### src/rtl/spi_dac_arbiter.sv
// -----------------------------------------------------------------------------
// spi_dac_arbiter
//
// Shares one SPI write master between two DAC requesters (0: VCO ramp,
// 1: AGC). A granted word is registered onto spi_wdat, a one-cycle spi_load
// strobe kicks the master, and the arbiter then follows spi_csn through the
// start (falling) and end (rising) of the transfer before acking the owner.
// A watchdog aborts transfers that stall, acks the owner anyway and raises
// a sticky err flag.
//
// Ports
//   clk, rst          system clock, synchronous active-high reset
//   req0/wdat0/ack0   requester 0: level request, data word, completion pulse
//   req1/wdat1/ack1   requester 1: same handshake
//   spi_wdat          word presented to the SPI master (held for the transfer)
//   spi_load          one-cycle load strobe to the SPI master
//   spi_csn           chip select from the SPI master, low = transfer active
//   busy              high whenever the arbiter is not idle
//   err               sticky timeout flag
// -----------------------------------------------------------------------------
module spi_dac_arbiter #(
    parameter int DW      = 13,
    parameter int TIMEOUT = 4096
) (
    input  logic          clk,
    input  logic          rst,
    input  logic          req0,
    input  logic [DW-1:0] wdat0,
    output logic          ack0,
    input  logic          req1,
    input  logic [DW-1:0] wdat1,
    output logic          ack1,
    output logic [DW-1:0] spi_wdat,
    output logic          spi_load,
    input  logic          spi_csn,
    output logic          busy,
    output logic          err
);

    localparam logic [2:0] S_IDLE       = 3'd0;
    localparam logic [2:0] S_LOAD       = 3'd1;
    localparam logic [2:0] S_WAIT_START = 3'd2;
    localparam logic [2:0] S_WAIT_DONE  = 3'd3;
    localparam logic [2:0] S_DONE       = 3'd4;

    localparam logic [15:0] TO_LAST = 16'(TIMEOUT - 1);

    logic [2:0]    r_state;
    logic          r_load;
    logic [DW-1:0] r_wdat;
    logic          r_ack0;
    logic          r_ack1;
    logic          r_busy;
    logic          r_err;
    logic          r_last_grant;
    logic          r_owner;
    logic [15:0]   r_cnt;

    logic          w_grant1;
    logic [DW-1:0] w_grant_dat;
    logic          w_waiting;
    logic          w_started;
    logic          w_finished;
    logic          w_timeout;
    logic          w_to_done;

    // Requester 1 wins only when it is alone or requester 0 had the last turn;
    // reset leaves last_grant at 1 so requester 0 wins the first tie.
    assign w_grant1    = req1 & (~req0 | ~r_last_grant);
    assign w_grant_dat = w_grant1 ? wdat1 : wdat0;

    assign w_waiting  = (r_state == S_WAIT_START) || (r_state == S_WAIT_DONE);
    assign w_started  = (r_state == S_WAIT_START) && !spi_csn;
    assign w_finished = (r_state == S_WAIT_DONE) && spi_csn;
    // A csn edge seen on the last allowed cycle still counts as progress,
    // so the watchdog only fires when nothing happened.
    assign w_timeout  = w_waiting && (r_cnt == TO_LAST) && !w_started && !w_finished;
    assign w_to_done  = w_finished || w_timeout;

    always_ff @(posedge clk) begin
        if (rst) begin
            r_state      <= S_IDLE;
            r_load       <= 1'b0;
            r_wdat       <= '0;
            r_ack0       <= 1'b0;
            r_ack1       <= 1'b0;
            r_busy       <= 1'b0;
            r_err        <= 1'b0;
            r_last_grant <= 1'b1;
            r_owner      <= 1'b0;
            r_cnt        <= '0;
        end else begin
            r_load <= 1'b0;
            r_ack0 <= 1'b0;
            r_ack1 <= 1'b0;

            case (r_state)
                S_IDLE: begin
                    if (req0 || req1) begin
                        r_owner <= w_grant1;
                        r_wdat  <= w_grant_dat;
                        r_load  <= 1'b1;
                        r_busy  <= 1'b1;
                        r_state <= S_LOAD;
                    end
                end
                S_LOAD: begin
                    r_cnt   <= '0;
                    r_state <= S_WAIT_START;
                end
                S_WAIT_START, S_WAIT_DONE: begin
                    r_cnt <= r_cnt + 16'd1;
                    if (w_started) begin
                        r_state <= S_WAIT_DONE;
                    end
                    // Acks are registered on the way into DONE so they are
                    // high exactly while the FSM sits in DONE.
                    if (w_to_done) begin
                        r_state <= S_DONE;
                        r_ack0  <= ~r_owner;
                        r_ack1  <= r_owner;
                    end
                    if (w_timeout) begin
                        r_err <= 1'b1;
                    end
                end
                S_DONE: begin
                    r_last_grant <= r_owner;
                    r_busy       <= 1'b0;
                    r_state      <= S_IDLE;
                end
                default: begin
                    r_busy  <= 1'b0;
                    r_state <= S_IDLE;
                end
            endcase
        end
    end

    assign ack0     = r_ack0;
    assign ack1     = r_ack1;
    assign spi_wdat = r_wdat;
    assign spi_load = r_load;
    assign busy     = r_busy;
    assign err      = r_err;

endmodule

### config.mk
export PLATFORM = sky130hd
export DESIGN_NAME = spi_dac_arbiter
export DESIGN_NICKNAME = d
export VERILOG_FILES = /design/src/rtl/spi_dac_arbiter.sv
export SDC_FILE = /design/constraint.sdc
export NUM_CORES = 1
export LEC_CHECK = 0
export CAP_MARGIN = 20
export CORE_MARGIN = 2
export CORE_UTILIZATION = 48
export DETAILED_ROUTE_END_ITERATION = 10
export PLACE_DENSITY = 0.89
export SLEW_MARGIN = 20
export SYNTH_ARGS = -nofsm -noshare
export SYNTH_HDL_FRONTEND = slang
export SYNTH_SLANG_ARGS = --single-unit
### constraint.sdc
create_clock -name clk -period 1.9 [get_ports clk]
set_input_delay 0.38 -clock clk [delete_from_list [all_inputs] [get_ports clk]]
set_output_delay 0.38 -clock clk [all_outputs]
set_load 0.01 [all_outputs]
==> reports/metrics.yaml <==
status:
  run_status: "finished clean"
synth:
  synth-edff-count: 0
  synth_cell_types: 42
  avgSynthCellArea_sq_um: 8.59
  synth_nets: 250
  synth_seq_area_share_pct: 41.7
  synth.top_cell.area_share_pct: 41.7
  async_reset_ff_share_pct: 0
  yosysTopAreaCell: "dfxtp_1"
  netlist_area_sq_um: 1870
  yosysWarnings: 0
  ys_ff_latch: 39
  synth_ff_type: "dfxtp_1"
  synth_cells: 218
  yosys-top-cells-area: "dfxtp_1, mux2i_1, a211oi_1"
grt:
  grt_pass1_vias: 1627
  track_usage_pct: 21.3
  overflow: 0
  grt_max_degree: 30
  antenna_found_initial: 0
  grt_first_pass_wirelength_um: 7290
layout:
  layout-drive-gt1-share_pct: 8.15
  diodes: 0
  fillers: 303
  nNetsFinal: 301
  syn2layout_area_growth_pct: 34.4
  seq_area_sq_um: 781
  multi_input_area_sq_um: 995
  final_core_util_pct: 67.7
floorplanning:
  start_util_pct: 50.4
  core_sq_um: 3720
  dieArea_sq_um: 4420
  num_rows: 22
  chipWidth_um: 66.5
  ios: 49
  die_h_um: 66.5
place:
  numPortBuffers: 48
  place_ws_ns: 0.0481
  dp_hpwl_um: 3210
  place_congestion: 0.890
route:
  firstDrtPassIters: 4
  drc: 0
  postRouteAntennaNets: 0
  vias: 1804
  viasPerCell: 5.67
  drt_iter0_drc: 184
  drt-total-wl_um: 4380
  drt-wirelength-per-cell_um: 13.8
clock_network:
  post_cts_buffers: 0
  hold_buffers: 0
  htreeDepth: 2
  clk_latency_ns: 0.29
  cts_buffer_depth: 2
  numCtsBuffers: 5
  cts_tree: "built"
  cts-root-buf: "clkbuf_8"
  cts.repair.resized: 0
  clk_pin_slew_ns: 0.08
  cts_sinks: 39
sta:
  setup_violations: 0
  fmax_mhz: 568
  slew_viol_final: 0
  whs_ns: 0.479
  setup_slack_ns: 0.139
  period_share_pct: 92.7
  relSlewSlack_pct: 73.0
  fin_crit_ns: 1.76
  setup_tns_ns: 0
  rsz0062_at_grt: "false"
  tightest_slew_ns: 0.404
  finalHoldViolations: 0
  skew_ns: 0.00926
job:
  drv_cap: 0
worst_setup_path:
  r2r_cells: 5
  critical_path_class: "flop to flop"
  crit_start: "r_cnt[0]$_SDFFE_PP0P_"
  cp-endpoint: "r_cnt[14]$_SDFFE_PP0P_"
  r2r-start: "r_cnt[0]$_SDFFE_PP0P_"
  cp_max_fo: 5
  cp_data_required_time_ns: 2.14
  crit_path_end_kind: "flop"
  rrSetupSlack_ns: 0.14
  rr_endpoint: "r_cnt[14]$_SDFFE_PP0P_"
  crit_arrival_ns: 2.00
  startpoint_type: "flop"
pwr:
  ir_drop_mv: 0.494
  p_leak_nw: 0.907
  power.density_nw_per_um2: 821
min_path:
  hold_path_class: "flop to flop"
==> Yosys cell counts, types with 2 or more instances <==
cell      number
inv_1          6
mux2i_1       13
and4_1         3
o31ai_1        4
a22oi_1        2
or4_1          4
nand3_1        9
nand2b_1       3
a211oi_1      14
a31oi_1        4
o211ai_1       3
clkbuf_1       6
nor3_1         5
and3_1         4
dfxtp_1       39
nand2_1       14
o21ai_0       12
buf_2          5
nor4_1         3
nor2b_1        2
o22ai_1        2
o21bai_1       2
nor2_1        23
a21oi_1        9
o21a_1         2
nand4_1        7
buf_4          3
==> layout make-up <==
cell class              count  area share, %
well taps                  48           2.39
multi-input cells         158           39.5
repair buffers             59           22.9
flip-flops and latches     39           31.0
clock inverters             3          0.596
clock buffers               5           2.73
inverters                   6          0.895
==> kinds of logic after synthesis <==
kind of cell,Yosys count,synth area share [%]
muxes,14,7.55
and+or+nand+nor,81,22.8
adders and majority gates,1,0.668
xor gates and xnor gates,1,0.468
buffers and inverters,21,5.21
AOI/OAI and AO/OA,61,21.6
DFF,39,41.7
==> worst min-delay path by stage <==
stage	cells after the start	end	from	slack [ns]
after CTS	2	err$_SDFFE_PP0P_	err$_SDFFE_PP0P_	0.49
after detailed placement	2	err$_SDFFE_PP0P_	err$_SDFFE_PP0P_	0.47
after floorplan	2	ack1$_SDFF_PP0_	r_owner$_SDFFE_PP0P_	0.44
after global placement	2	err$_SDFFE_PP0P_	err$_SDFFE_PP0P_	0.46
final	2	err$_SDFFE_PP0P_	err$_SDFFE_PP0P_	0.48
after global routing	2	err$_SDFFE_PP0P_	err$_SDFFE_PP0P_	0.51
==> power by group <==
group,internal [mW],switching (mW)
Sequential,0.897,0.0657
Combinational,0.303,0.261
Clock,0.251,0.289
==> critical path, cell delays in order (launching register included) <==
cell and delay, ns:
dfxtp_1 0.38, ha_1 0.24, and3_1 0.27, nand3_1 0.20, or4_1 0.51, nand3_1 0.09
==> cell usage in the layout (no fill, tap or decap), drive strengths merged, types with 3 or more instances in the layout <==
| cell | instances |
|---|---|
| clkdlybuf4s50 | 48 |
| dfxtp | 39 |
| nor2 | 23 |
| nand2 | 14 |
| a211oi | 14 |
| mux2i | 13 |
| o21ai | 13 |
| buf | 11 |
| nand3 | 9 |
| a21oi | 9 |
| nand4 | 7 |
| inv | 6 |
| nor3 | 5 |
| clkbuf | 5 |
| and3 | 4 |
| or4 | 4 |
| a31oi | 4 |
| o31ai | 4 |
| nor4 | 4 |
| and4 | 3 |
| o211ai | 3 |
| nand2b | 3 |
| clkinv | 3 |
==> state kept, by name, indices dropped and copies added (netlist names) <==
signal	cells
spi_wdat	13
r_state	3
spi_load	1
err	1
r_cnt	16
r_owner	1
r_last_grant	1
ack1	1
busy	1
ack0	1
==> through the flow <==
stage	cell area [sq um]	total power [mW]	std cells
6_report	2520	2.07	318
5_1_grt	2520	2.19	318
4_1_cts	2520	2.08	318
3_5_place_dp	2430	1.54	310
3_3_place_gp	2430	1.53	310
2_1_floorplan	1870	1.27	218
==> layer usage <==
layer | share of wire [%] | track usage [%]
met1 | 43 | 26.4
met2 | 49 | 35.1
met5 | 0 | 0
met4 | 0.87 | 6.12
met3 | 7.8 | 6.93
(Power assumes the default switching activity.)
==> patch (same flow settings) <==
Change the parameter `DW` from 13 to 15.
--- a/src/rtl/spi_dac_arbiter.sv
+++ b/src/rtl/spi_dac_arbiter.sv
@@ -19,7 +19,7 @@
 //   err               sticky timeout flag
 // -----------------------------------------------------------------------------
 module spi_dac_arbiter #(
-    parameter int DW      = 13,
+    parameter int DW      = 15,
     parameter int TIMEOUT = 4096
 ) (
     input  logic          clk,
Interface: changed (resized spi_wdat, wdat0 and wdat1); port bits go from 49 to 55. The function was not compared with the original's and may differ.
==> patch against the original RTL <==
Final area is 6.1% higher; synthesized area is 6.4% higher; critical path type unchanged; sequential cell count is 2 higher; wire length is 10% higher; setup slack better by 0.086 ns; power is 3.9% lower; utilization is 0.96 points lower.
==> patch: results (changes against the original RTL) <==
- Worst-case vdd ir drop: 0.418 mV (-15%)
- Netlist cell types: 46 (+9.5%)
- Reg2Reg Depth: 4 (-1)
- Slew @ Worst Pin: 0.473 ns (+0.0688 ns)
- Mux contribution to synthesized area: 0.0860 (+0.0105)
- Hold path start: busy$_SDFFE_PP0P_
- Mapped Nets: 258 (+3.2%)
- Iter 0 DRT Violations: 156 (-15%)
- Compound-gate portion of the synthesized area: 0.190 (-0.0269)
- Slowest stage delay, CP: 0.62 ns (+0.11 ns)
- Routability cong.: 0.792 (-11%)
- Post-Synth Adder-Cell Area: 0.00628 (-0.000403)
- Total track usage: 0.229 (+0.0162)
- Place WS: 0.123 ns (+0.0750 ns)
- Delay-heaviest family, CP: flip-flops
- Worst setup path end: r_cnt[7]$_SDFFE_PP0P_
- Via Count: 1851 (+2.6%)
- Area contributors post-synth: dfxtp_1, mux2i_1, nor2_1, a211oi_1, a21oi_1
- First-pass GRT wire length: 7830 µm (+7.5%)
- Outcome: complete, no violations
- Sequential cell area fraction in the yosys report: 0.412 (-0.00503)
- Reg2reg start: r_state[1]$_SDFFE_PP0P_
- TritonRoute pass-1 iters: 5 (+1)
- Worst Hold Path EP: busy$_SDFFE_PP0P_
- Placed cell count: 317 (+2.3%)
- Final clock skew: 0.00576 ns (-0.00351 ns)
- Synth cell count leaders: dfxtp_1, nor2_1, mux2i_1
- Final WL: 4820 µm (+10%)
- Pin count of the biggest net entering global routing: 31 (+3.3%)
- Worst EP arrival: 1.90 ns (-0.10 ns)
- DP Wirelength: 3480 µm (+8.4%)
- Area after DPL: 2590 µm² (+6.5%)
- Slowest cell on crit path: dfxtp_1
- Vias in the first global route: 1761 (+8.2%)
- Syn Area/Cell: 8.98 µm² (+4.5%)
- Hold slack: 0.499 ns (+0.0193 ns)
- Final net count: 310 (+3.0%)
- Share of cells above drive strength 1: 0.102 (+0.0203)
- Number of diodes: 0 (unchanged)
- Routed vias/inst: 5.70 (+0.40%)
- # port buffers: 54 (+13%)
- FMAX: 597 MHz (+5.1%)
[patch: report_power, final]
part / switching [µW] / internal (µW)
Combinational: 216 / 255
Sequential: 49.7 / 923
Clock: 282 / 261
[patch: cell families (layout without fill, tap and decap cells)]
logic type               after synthesis  after routing
adder cells (fa/ha/maj)                1              1
AO/OA/AOI/OAI                         55             55
multiplexers                          17             17
buffers and inverters                 17             70
flip-flops                            41             41
AND/OR/NAND/NOR                       91             91
[patch: metal layers]
metal,GRT usage,wire length [µm]
met1,0.259,1890
met2,0.371,2490
met3,0.0855,380
met4,0.123,63
met5,0,0
[patch: cell type report]
type / count / area, µm²
multi-input combinational: 164 / 1090
sequential: 41 / 821
fill: 312 / 1330
timing repair buffer: 61 / 618
tap: 50 / 62.6
inverter: 1 / 3.75
clock buffer: 8 / 80.1
[patch: tightest hold or removal path: stages (launching register included)]
cell and delay, ns:
dfxtp_1 0.33, a21oi_1 0.06, nor2_1 0.07
